===== src/rtl/pipe_stage_reg.sv =====
// Generic pipeline stage register: payload + control behind a valid/ready handshake,
// with flush-to-bubble and an optional two-entry skid buffer that registers o_ready.
module pipe_stage_reg #(
  parameter int unsigned DATA_WIDTH = 64,
  parameter int unsigned CTRL_WIDTH = 8,
  parameter int unsigned SKID       = 0
) (
  input  logic                  clk,
  input  logic                  rst,
  input  logic                  i_valid,
  output logic                  o_ready,
  input  logic [DATA_WIDTH-1:0] i_data,
  input  logic [CTRL_WIDTH-1:0] i_ctrl,
  input  logic                  i_flush,
  output logic                  o_valid,
  input  logic                  i_ready,
  output logic [DATA_WIDTH-1:0] o_data,
  output logic [CTRL_WIDTH-1:0] o_ctrl,
  output logic [1:0]            o_count
);

  localparam bit USE_SKID = (SKID != 0);

  // Encoding doubles as the entry count.
  typedef enum logic [1:0] {
    ST_EMPTY = 2'd0,
    ST_ONE   = 2'd1,
    ST_TWO   = 2'd2
  } state_e;

  state_e                state_q, state_d;
  logic [DATA_WIDTH-1:0] head_data_q, head_data_d;
  logic [CTRL_WIDTH-1:0] head_ctrl_q, head_ctrl_d;
  logic [DATA_WIDTH-1:0] skid_data_q, skid_data_d;
  logic [CTRL_WIDTH-1:0] skid_ctrl_q, skid_ctrl_d;
  logic                  valid_q, valid_d;
  logic                  ready_q, ready_d;
  logic                  push, pop;

  // Single-entry mode forwards downstream ready; skid mode breaks that path.
  assign o_ready = USE_SKID ? ready_q : (i_ready | ~valid_q);
  assign push    = i_valid & o_ready;
  assign pop     = valid_q & i_ready;

  always_comb begin
    state_d     = state_q;
    head_data_d = head_data_q;
    head_ctrl_d = head_ctrl_q;
    skid_data_d = skid_data_q;
    skid_ctrl_d = skid_ctrl_q;

    case (state_q)
      ST_EMPTY: begin
        if (push) begin
          state_d     = ST_ONE;
          head_data_d = i_data;
          head_ctrl_d = i_ctrl;
        end
      end
      ST_ONE: begin
        if (push && (pop || !USE_SKID)) begin
          head_data_d = i_data;
          head_ctrl_d = i_ctrl;
        end else if (push) begin
          state_d     = ST_TWO;
          skid_data_d = i_data;
          skid_ctrl_d = i_ctrl;
        end else if (pop) begin
          state_d     = ST_EMPTY;
          head_ctrl_d = '0;
        end
      end
      ST_TWO: begin
        if (pop) begin
          state_d     = ST_ONE;
          head_data_d = skid_data_q;
          head_ctrl_d = skid_ctrl_q;
          skid_ctrl_d = '0;
        end
      end
      default: begin
        state_d     = ST_EMPTY;
        head_ctrl_d = '0;
        skid_ctrl_d = '0;
      end
    endcase

    // Flush drops everything held or arriving; the payload bits are left alone.
    if (i_flush) begin
      state_d     = ST_EMPTY;
      head_data_d = head_data_q;
      head_ctrl_d = '0;
      skid_ctrl_d = '0;
    end

    valid_d = (state_d != ST_EMPTY);
    ready_d = (state_d != ST_TWO);
  end

  always_ff @(posedge clk) begin
    if (rst) begin
      state_q     <= ST_EMPTY;
      head_data_q <= '0;
      head_ctrl_q <= '0;
      skid_data_q <= '0;
      skid_ctrl_q <= '0;
      valid_q     <= 1'b0;
      ready_q     <= 1'b1;
    end else begin
      state_q     <= state_d;
      head_data_q <= head_data_d;
      head_ctrl_q <= head_ctrl_d;
      skid_data_q <= skid_data_d;
      skid_ctrl_q <= skid_ctrl_d;
      valid_q     <= valid_d;
      ready_q     <= ready_d;
    end
  end

  assign o_valid = valid_q;
  assign o_data  = head_data_q;
  assign o_ctrl  = head_ctrl_q;
  assign o_count = 2'(state_q);

endmodule


===== config.mk =====
export PLATFORM = sky130hd
export DESIGN_NAME = pipe_stage_reg
export DESIGN_NICKNAME = d
export VERILOG_FILES = /design/src/rtl/pipe_stage_reg.sv
export SDC_FILE = /design/constraint.sdc
export NUM_CORES = 1
export LEC_CHECK = 0
export CORE_ASPECT_RATIO = 0.6
export CORE_MARGIN = 5
export CORE_UTILIZATION = 44
export CTS_BUF_LIST = sky130_fd_sc_hd__clkbuf_8
export DETAILED_ROUTE_END_ITERATION = 6
export PLACE_DENSITY_LB_ADDON = 0.1
export SYNTH_ARGS = -nofsm -noshare
export SYNTH_HDL_FRONTEND = slang
export SYNTH_SLANG_ARGS = --single-unit

===== constraint.sdc =====
create_clock -name clk -period 1.6 [get_ports clk]
set_clock_uncertainty 0.15 [all_clocks]
set_input_delay 0.48 -clock clk [delete_from_list [all_inputs] [get_ports clk]]
set_output_delay 0.48 -clock clk [all_outputs]
set_load 0.005 [all_outputs]

==> impl_metrics.csv <==
group,metric,value,unit
clock_tree,htreeDepth,3,
clock_tree,cts-root-buf,"clkbuf_8",
synth,synth_edf_count,0,
drt,vias,3194,
power,ir_worst_vdd,0.618,mV
global_routing,grt_use_met3,0.0930,
power,p_leak,2.48,nW
drt,drc,0,
global_routing,gr-max-usage-layer,"met2",
run_status,status,"finished with violations",
timing,grt_setup_unrepaired,"true",
drt,vias_per_cell,5.14,
layout,nFillCells,622,
drt,finalWirelength,10.6,mm
layout,antenna_cells,0,
synth,seq_area_frac_synth,0.414,
layout,final_nets,587,
synth,ys_ff_latch,75,
worst_setup_path,crit_chain,"or2b_1, buf_2",
global_routing,grt.total_usage,0.203,
floorplanning,start_util,0.456,
global_routing,antenna_found_initial,0,
clock_tree,cts.clk_slew.worst_paths,0.07,ns
clock_tree,cts_hold_buffers,0,
worst_setup_path,critical_path.max_fanout,2,
clock_tree,cts_tree,"built",
synth,netlist_instances,350,
global_routing,use_met2,0.313,
worst_setup_path,reg2reg_depth,7,
min_path,holdPathStages,3,
timing,worstMarginPinSlew,0.533,ns
worst_setup_path,critPathSlowestCell,"dfxtp_2",
global_routing,grt_start_max_net_pins,85,
synth,synth-warning-count,0,
worst_setup_path,cp_data_arrival_time,1.08,ns
layout,post-route-util,0.711,
min_path,min_path_type,"in -> reg",
clock_tree,cts.path.max_buffers,2,
worst_setup_path,critical_path_class,"reg -> out",
placed_design,portBuffers,152,
drt,wl_per_cell,17.1,um
synth,ys_types,27,
clock_tree,clkLatencyLatePin,0.36,ns
timing,setup_ws,-0.109,ns
worst_setup_path,cp_data_required_time,0.97,ns
timing,setup_violations,45,
global_routing,grt_pass1_wl,16.2,mm
flow_run,max-cap-violations,0,
floorplanning,ios,153,
run_status,violations,"negative setup slack",
timing,finalCritPeriodShare,1.07,
placed_design,place.gp.congestion,0.816,
worst_setup_path,endpoint_kind,"output pin",
drt,ant_nets,0,
worst_setup_path,crit_cells,2,
placed_design,dp_hpwl,6.85,mm
timing,relSlewSlack,0.644,
synth,syn_area,3630,um^2
timing,hold_viol,0,
timing,finalSetupTns,-2.62,ns
timing,period_needed,1.71,ns
timing,drv_slew,0,
floorplanning,core.rowCount,25,
layout,drive_gt1_frac,0.214,
power,power_density,756,nW/um^2
timing,clock.fmax,0.585,GHz
drt,firstDrtPassIters,4,
global_routing,first_global_vias,3167,
floorplanning,die_w,127,um
clock_tree,numCtsBuffers,9,
global_routing,overflow,0,
worst_setup_path,crit_path_start_kind,"flop",
clock_tree,cts_sinks,75,
drt,initialDrtViolationCount,175,
synth,async_flop_share,0,
floorplanning,fp.dieArea,10200,um^2
synth,synth_ff_type,"dfxtp_1",
layout,areaGrowthSynthToFinish,55.9,%
synth,avgSynthCellArea,10.4,um^2
worst_setup_path,cpPeakStageDelay,0.35,ns
floorplanning,core_area,7950,um^2
worst_setup_path,crit_buf_inv,1,
floorplanning,die_h,80.3,um
worst_setup_path,critPathTopFamily,"flip-flops",
global_routing,grtUsageMet1,0.250,
synth,synth_fp_nets,427,
==> through the flow <==
step	setup slack, ns	hold WS [ns]	cell area, um^2	std cells	total power [mW]
after floorplan	0.0874	0.318	3630	350	2.40
after global placement	-0.615	0.309	5190	591	2.79
after detailed placement	-0.640	0.317	5190	591	2.81
after CTS	-0.119	0.278	5490	612	4.28
after global routing	-0.170	0.296	5650	622	4.47
final	-0.109	0.305	5650	622	4.27
==> final timing paths <==
check                               start                       to  slack, ns
setup / recovery       o_valid$_SDFF_PP0_                  o_ready      -0.11
hold / removal                        rst       o_valid$_SDFF_PP0_       0.30
setup reg to reg       o_valid$_SDFF_PP0_  o_data[24]$_SDFFE_PP0P_      -0.11
hold reg to reg   o_data[18]$_SDFFE_PP0P_  o_data[18]$_SDFFE_PP0P_       0.32
==> layer usage <==
layer  vias to the layer above  wire, um
met5                         -         0
li1                       1554         -
met1                      1506      4630
met2                       120      4880
met3                        14       931
met4                         0       178
==> flip-flops by register name, indices dropped and copies added, names as in the netlist <==
signal	count
o_count	2
o_data	64
o_valid	1
o_ctrl	8
==> cell usage after synthesis (2+ instances only) <==
master / number / area [um^2]
nand2b_1: 65 / 407
buf_6: 2 / 22.5
inv_1: 3 / 11.3
nor2_1: 2 / 7.51
a21oi_1: 10 / 50.1
mux2i_1: 64 / 641
buf_2: 2 / 10.0
o2111ai_1: 16 / 140
buf_12: 7 / 140
clkbuf_1: 23 / 86.3
nand3b_1: 65 / 488
o211ai_1: 2 / 15.0
dfxtp_1: 75 / 1500
==> worst min-delay path, stage by stage <==
cell and delay, ns:
buf_2 0.10, or2_2 0.13, a2111oi_2 0.05
==> repair_timing <==
| action | 4_1_cts | 5_1_grt |
|---|---|---|
| setup buffers | 2 | 10 |
| endpoints found under the setup margin | 150 | 121 |
| cloned | 4 | 2 |
| pin swaps | 0 | 1 |
| gates resized for setup | 117 | 98 |
==> power breakdown <==
part / switching, mW / internal [mW] / total [mW]
logic: 0.297 / 0.510 / 0.807
registers: 0.0493 / 1.97 / 2.02
clock network: 0.667 / 0.783 / 1.45
total: 1.01 / 3.26 / 4.27
==> cell families after synthesis <==
logic type / synth area share
simple gates: 0.262
mux: 0.177
compound gates: 0.0694
buf+inv: 0.0776
flops: 0.414
==> placed cells by master (no fill, tap or decap), types with 2 or more instances in the layout <==
master	count
dfxtp_2	35
a21oi_1	8
mux2i_2	3
clkbuf_8	11
nand3b_1	65
clkbuf_16	2
buf_6	3
buf_12	7
clkbuf_2	13
inv_1	5
a21oi_2	2
mux2i_1	61
o211ai_1	2
buf_4	17
clkdlybuf4s15_1	45
buf_2	3
nor2_1	2
dlygate4sd2_1	16
nand2b_1	64
clkdlybuf4s50_1	73
dfxtp_1	40
buf_16	4
o2111ai_1	15
==> area by class of cell <==
type                            instances  area [um^2]  share of cell area
Tap cell                              108          135              0.0239
Sequential cell                        75         1550               0.273
Clock buffer                           11          151              0.0268
Multi-Input combinational cell        236         1890               0.334
Timing Repair Buffer                  184         1870               0.332
Inverter                                4         15.0             0.00266
Clock inverter                          4         42.5             0.00753
Power figures use the tool's default switching activity.
